<file path="src/rtl/hazard_pkg.sv">
// Shared types for the hazard unit: forward-select encoding and scoreboard entry.
// Decode_stage also imports fwd_sel_t.
package hazard_pkg;

    localparam int SB_DEST_W = 5;
    localparam logic [SB_DEST_W-1:0] REG_ZERO = '0;

    typedef enum logic [1:0] {
        FWD_GPR = 2'b00,
        FWD_MEM = 2'b01,
        FWD_EXE = 2'b10
    } fwd_sel_t;

    typedef struct packed {
        logic                 valid;
        logic [SB_DEST_W-1:0] dest;
        logic                 reg_write;
        logic                 mem_read;
    } sb_entry_t;

    localparam sb_entry_t SB_EMPTY = '0;

endpackage

</file>
<file path="src/rtl/hazard_match.sv">
// Compares one scoreboard slot against one decode operand.
// Register 0 is hard-wired, so it never produces a match.
module hazard_match
    import hazard_pkg::*;
(
    input  sb_entry_t             entry,
    input  logic [SB_DEST_W-1:0]  idx,
    input  logic                  use_idx,
    output logic                  match,
    output logic                  is_load
);

    assign match   = use_idx && (idx != REG_ZERO) && entry.valid &&
                     entry.reg_write && (entry.dest == idx);
    assign is_load = match && entry.mem_read;

endmodule

</file>
<file path="src/rtl/hazard_unit.sv">
// Forwarding selects and load-use stall/bubble generation from a private
// EXE/MEM/WB scoreboard fed by the instruction in decode.
module hazard_unit
    import hazard_pkg::*;
#(
    parameter int REG_ADDR_W = SB_DEST_W,
    parameter int CNT_W      = 32
) (
    input  logic                  clk,
    input  logic                  reset,
    input  logic [REG_ADDR_W-1:0] rs,
    input  logic [REG_ADDR_W-1:0] rt,
    input  logic                  uses_rs,
    input  logic                  uses_rt,
    input  logic                  dec_valid,
    input  logic [REG_ADDR_W-1:0] dec_dest,
    input  logic                  dec_reg_write,
    input  logic                  dec_mem_read,
    input  logic                  ext_stall,
    output logic [1:0]            forward_a,
    output logic [1:0]            forward_b,
    output logic                  stall,
    output logic                  bubble,
    output logic [CNT_W-1:0]      stall_count
);

    // Scoreboard tags are stored at the package width; REG_ADDR_W must match it.
    sb_entry_t exe_q, exe_d, mem_q, mem_d, wb_q, wb_d;
    logic [CNT_W-1:0] cnt_q, cnt_d;

    sb_entry_t                 slot [2];
    logic [1:0][SB_DEST_W-1:0] op_idx;
    logic [1:0]                op_use;
    logic [1:0][1:0]           hit;
    logic [1:0][1:0]           ld;
    logic                      hazard;
    fwd_sel_t                  fwd [2];

    assign slot[0] = exe_q;
    assign slot[1] = mem_q;
    assign op_idx  = {SB_DEST_W'(rt), SB_DEST_W'(rs)};
    assign op_use  = {uses_rt, uses_rs};

    for (genvar s = 0; s < 2; s++) begin : g_slot
        for (genvar o = 0; o < 2; o++) begin : g_op
            hazard_match u_match (
                .entry   (slot[s]),
                .idx     (op_idx[o]),
                .use_idx (op_use[o]),
                .match   (hit[s][o]),
                .is_load (ld[s][o])
            );
        end
    end

    // Load data is on neither forwarding bus, so any load match must wait.
    assign hazard = dec_valid && (|ld);

    always_comb begin
        for (int o = 0; o < 2; o++) begin
            fwd[o] = FWD_GPR;
            if (!hazard) begin
                if (hit[0][o] && !ld[0][o])
                    fwd[o] = FWD_EXE;
                else if (hit[1][o] && !ld[1][o])
                    fwd[o] = FWD_MEM;
            end
        end
    end

    assign forward_a   = fwd[0];
    assign forward_b   = fwd[1];
    assign stall       = hazard || ext_stall;
    assign bubble      = hazard && !ext_stall;
    assign stall_count = cnt_q;

    always_comb begin
        exe_d = exe_q;
        mem_d = mem_q;
        wb_d  = wb_q;
        cnt_d = cnt_q;
        if (!ext_stall) begin
            wb_d  = mem_q;
            mem_d = exe_q;
            if (hazard) begin
                exe_d = SB_EMPTY;
                if (cnt_q != '1)
                    cnt_d = cnt_q + CNT_W'(1);
            end else begin
                exe_d.valid     = dec_valid;
                exe_d.dest      = SB_DEST_W'(dec_dest);
                exe_d.reg_write = dec_reg_write;
                exe_d.mem_read  = dec_mem_read;
            end
        end
    end

    always_ff @(posedge clk or posedge reset) begin
        if (reset) begin
            exe_q <= SB_EMPTY;
            mem_q <= SB_EMPTY;
            wb_q  <= SB_EMPTY;
            cnt_q <= '0;
        end else begin
            exe_q <= exe_d;
            mem_q <= mem_d;
            wb_q  <= wb_d;
            cnt_q <= cnt_d;
        end
    end

endmodule

</file>
<file path="config.mk">
export PLATFORM = sky130hd
export DESIGN_NAME = hazard_unit
export DESIGN_NICKNAME = d
export VERILOG_FILES = /design/src/rtl/hazard_pkg.sv /design/src/rtl/hazard_match.sv /design/src/rtl/hazard_unit.sv
export SDC_FILE = /design/constraint.sdc
export NUM_CORES = 1
export LEC_CHECK = 0
export CORE_MARGIN = 2
export CORE_UTILIZATION = 44
export CTS_CLUSTER_DIAMETER = 60
export DETAILED_ROUTE_END_ITERATION = 7
export PLACE_DENSITY = 0.76
export SLEW_MARGIN = 25
export SYNTH_ARGS = -nofsm -noshare
export SYNTH_HDL_FRONTEND = slang
export SYNTH_SLANG_ARGS = --single-unit
</file>
<file path="constraint.sdc">
create_clock -name clk -period 2.76 [get_ports clk]
set_input_delay 0.414 -clock clk [delete_from_list [all_inputs] [get_ports clk]]
set_output_delay 0.414 -clock clk [all_outputs]
set_load 0.01 [all_outputs]
</file>
==> reports/results.txt <==
Pwr Density - 393 mW/mm2
Final worst-path cycle share - 0.980
Die width - 80.0 um
WS Path Type - in -> out
Startpoint class of the critical path - input pin
Dpl hpwl - 4030 um
Total Routing Usage GR - 0.195
FF-to-FF path depth - 6
Combinational power share - 0.128
Final slew viol count - 0
Status - finished, final reports clean
Final WL - 5730 um
Synth area leader - dfrtp_1
Worst slew pin tran - 0.593 ns
CP Capture Type - primary output
Sequential area share after synthesis - 0.473
Synth Area in Adders - 0.00492
First-pass GRT wire length - 9810 um
Area Growth Syn to Fin - 39.4%
Vias in the first global route - 2075
Die Area - 0.00640 mm2
I/O Buffers - 60
Proportion of netlist area held by the largest area contributor - 0.473
Yosys warns - 0
Syn Nets - 261
WL per Instance - 14.4 um
Setup_tns - 0 ns
Initial Util - 0.459
Clock Root Buffer - clkbuf_8
Ant. Diodes - 0
Synth unique cells - 34
Worst R2R Start - stall_count[5]
Post-Syn Instances - 237
Row count - 27
CP peak stage delay - 0.54 ns
Async S/R FF share, synth - 1.00
Switching share of total power - 0.251
FF-to-FF End - stall_count[25]
Syn_area_per_cell - 10.7 um2
# H-tree levels - 2
Clock Latency Late Sink - 0.30 ns
DR iter-0 viols - 193
Worst path slowest cell - clkdlybuf4s50_1
Clk buf depth - 2
Core area - 0.00554 mm2
Critical path arrival - 2.29 ns
Reg power frac - 0.553
Drc violations - 0
Mux share of post-synthesis cell area - 0.0399
Die height - 80.0 um
Layout cells sized above 1 - 0.235
Largest family of logic cells by synthesized area - simple AND/OR/NAND/NOR gates
Most used cell along the critical path - nand2_2
Fin. Hold Viols - 0
CP Buf/Inv Count - 3
Worst Min Path Start - stall_count[17]
WHS Endpoint - stall_count[17]
Most numerous cell in the Yosys netlist - xnor2_1
Xor and xnor fraction of the mapped netlist area - 0.176
Post-synth EDFFs - 0
Vias/cell - 5.32
Synth area leaders - dfrtp_1 (47%), xnor2_1 (18%), nand4_1 (4.2%)
Leakage - 0.00145 uW
Max Cap Viol - 0
Final std cells w/o fill - 399
R2R setup slack - 0.32 ns
Crit path cell chain - clkdlybuf4s50_1 > xnor2_1 > nand4_1 > nor3_2 > o21ai_2 > nand2_2 > nand2_2 > buf_6 > and4b_1 > buf_2
Nets - 350
Post-synth top cells - xnor2_1 (51), dfrtp_1 (48), nand2_1 (17), nand4_1 (17), nand3_1 (15)
Worst vdd ir - 0.239 mV
Antenna violations before repair - 0
Synth Area in Compound Gates - 0.0414
Ports - 61
Finished Core Util - 0.640
CTS Buf Count - 5
FF+latch count, synth - 48
Fmax - 370 MHz
Hold path depth - 1
Power share of the clock group - 0.318
CP top delay family - buffers and inverters
Slew HR - 0.605
P_sw - 349 uW
Hold WS - 0.504 ns
Clk_skew - 0.00812 ns
Placed cell count - 386
Gpl congestion - 0.807
Crit Path Max Fanout - 4
Setup-failing EPs final - 0
Largest net degree at the start of global routing - 49
Cell Area, Synth - 0.00254 mm2
CTS tree - done
Clock transition at path regs - 0.09 ns
Antenna Nets Post-Route - 0
P_int - 1040 uW
TritonRoute pass-1 iters - 4
Post-synth top flop - dfrtp_1
Worst hold path class - reg -> reg
Post-layout min period - 2.71 ns
CTS sink count - 48
Gr ovfl total - 0
Area share of and/or/nand/nor cells after synthesis - 0.239
Critical Path RT - 2.35 ns
Vias - 2122
==> cell usage in the layout, fill, tap and decap left out, types with 3 or more instances in the layout <==
| cell type | Yosys | layout |
|---|---|---|
| nor3_2 | 1 | 5 |
| nand2_1 | 17 | 15 |
| clkbuf_8 | 0 | 6 |
| clkdlybuf4s50_1 | 0 | 45 |
| nand4_1 | 17 | 17 |
| dfrtp_1 | 48 | 48 |
| dlygate4sd2_1 | 0 | 5 |
| inv_1 | 4 | 3 |
| nor2b_1 | 8 | 8 |
| buf_2 | 2 | 5 |
| and3_1 | 7 | 7 |
| nand3_1 | 15 | 15 |
| xnor2_1 | 51 | 51 |
| mux2_2 | 9 | 9 |
| buf_4 | 0 | 27 |
| nor3_1 | 8 | 4 |
| nor2_1 | 6 | 6 |
| nand3_2 | 5 | 5 |
| nand2b_1 | 3 | 3 |
| a22o_1 | 7 | 7 |
==> registers in the layout, summed over array words and instances (netlist names) <==
| name | count |
|---|---|
| mem_q | 8 |
| exe_q | 8 |
| stall_count | 32 |
==> routing by layer <==
| metal | wire (um) | track usage |
|---|---|---|
| met5 | 0 | 0 |
| met3 | 235 | 0.0362 |
| met4 | 89 | 0.0492 |
| met2 | 2760 | 0.314 |
| met1 | 2650 | 0.270 |
==> worst max path at each step <==
stage               startpoint      endpoint  slack [ns]  cells past startpoint
detailed placement       rt[0]  forward_a[0]       -0.78                      9
finish                   rs[1]  forward_b[0]        0.05                     10
global placement         rt[0]  forward_a[0]       -0.67                      9
CTS                      rt[0]  forward_b[0]        0.03                     10
floorplan                rs[0]  forward_b[0]        0.18                      8
global route             rs[1]  forward_b[0]       -0.05                     10
==> cell type report <==
class	count	area, um2
Inverter	4	15.0
Multi-Input combinational cell	178	1350
Fill cell	450	2000
Tap cell	72	90.1
Clock inverter	2	13.8
Timing Repair Buffer	89	795
Clock buffer	6	82.6
Sequential cell	48	1200
==> worst register-to-register path, stage by stage, from the launching register on <==
cell     delay (ns)
dfrtp_1        0.47
nand3_1        0.14
or3_4          0.41
or4_4          0.58
nor3_1         0.41
nand4_1        0.18
xnor2_1        0.15
==> timing repair <==
item | in CTS | in global routing
buffers inserted | 4 | 1
endpoints found under the setup margin | 6 | 6
hold buffers | 0 | 0
pin swaps | 10 | 9
gates resized for setup | 43 | 12
==> cells by family (layout without fill, tap and decap cells) <==
logic type,count (synthesis),after routing
simple gates,102,102
xor+xnor,51,51
flops,48,48
compound gates,15,15
buf+inv,11,101
mux,9,9
fa+ha+maj,1,1
==> stage by stage <==
step | setup slack [ns] | power (uW) | cell area, um2
2_1_floorplan | 0.177 | 870 | 2540
3_3_place_gp | -0.674 | 950 | 3360
3_5_place_dp | -0.777 | 954 | 3360
4_1_cts | 0.0306 | 1400 | 3510
5_1_grt | -0.0460 | 1460 | 3540
6_report | 0.0550 | 1390 | 3540
==> power by group through the flow <==
stage / clock, uW / combinational (uW) / sequential [uW]
6_report: 443 / 179 / 770
5_1_grt: 489 / 196 / 775
4_1_cts: 454 / 176 / 768
3_5_place_dp: 0 / 173 / 780
3_3_place_gp: 0 / 171 / 779
2_1_floorplan: 0 / 99.3 / 771
No activity file was read; power rests on OpenSTA's default activity.
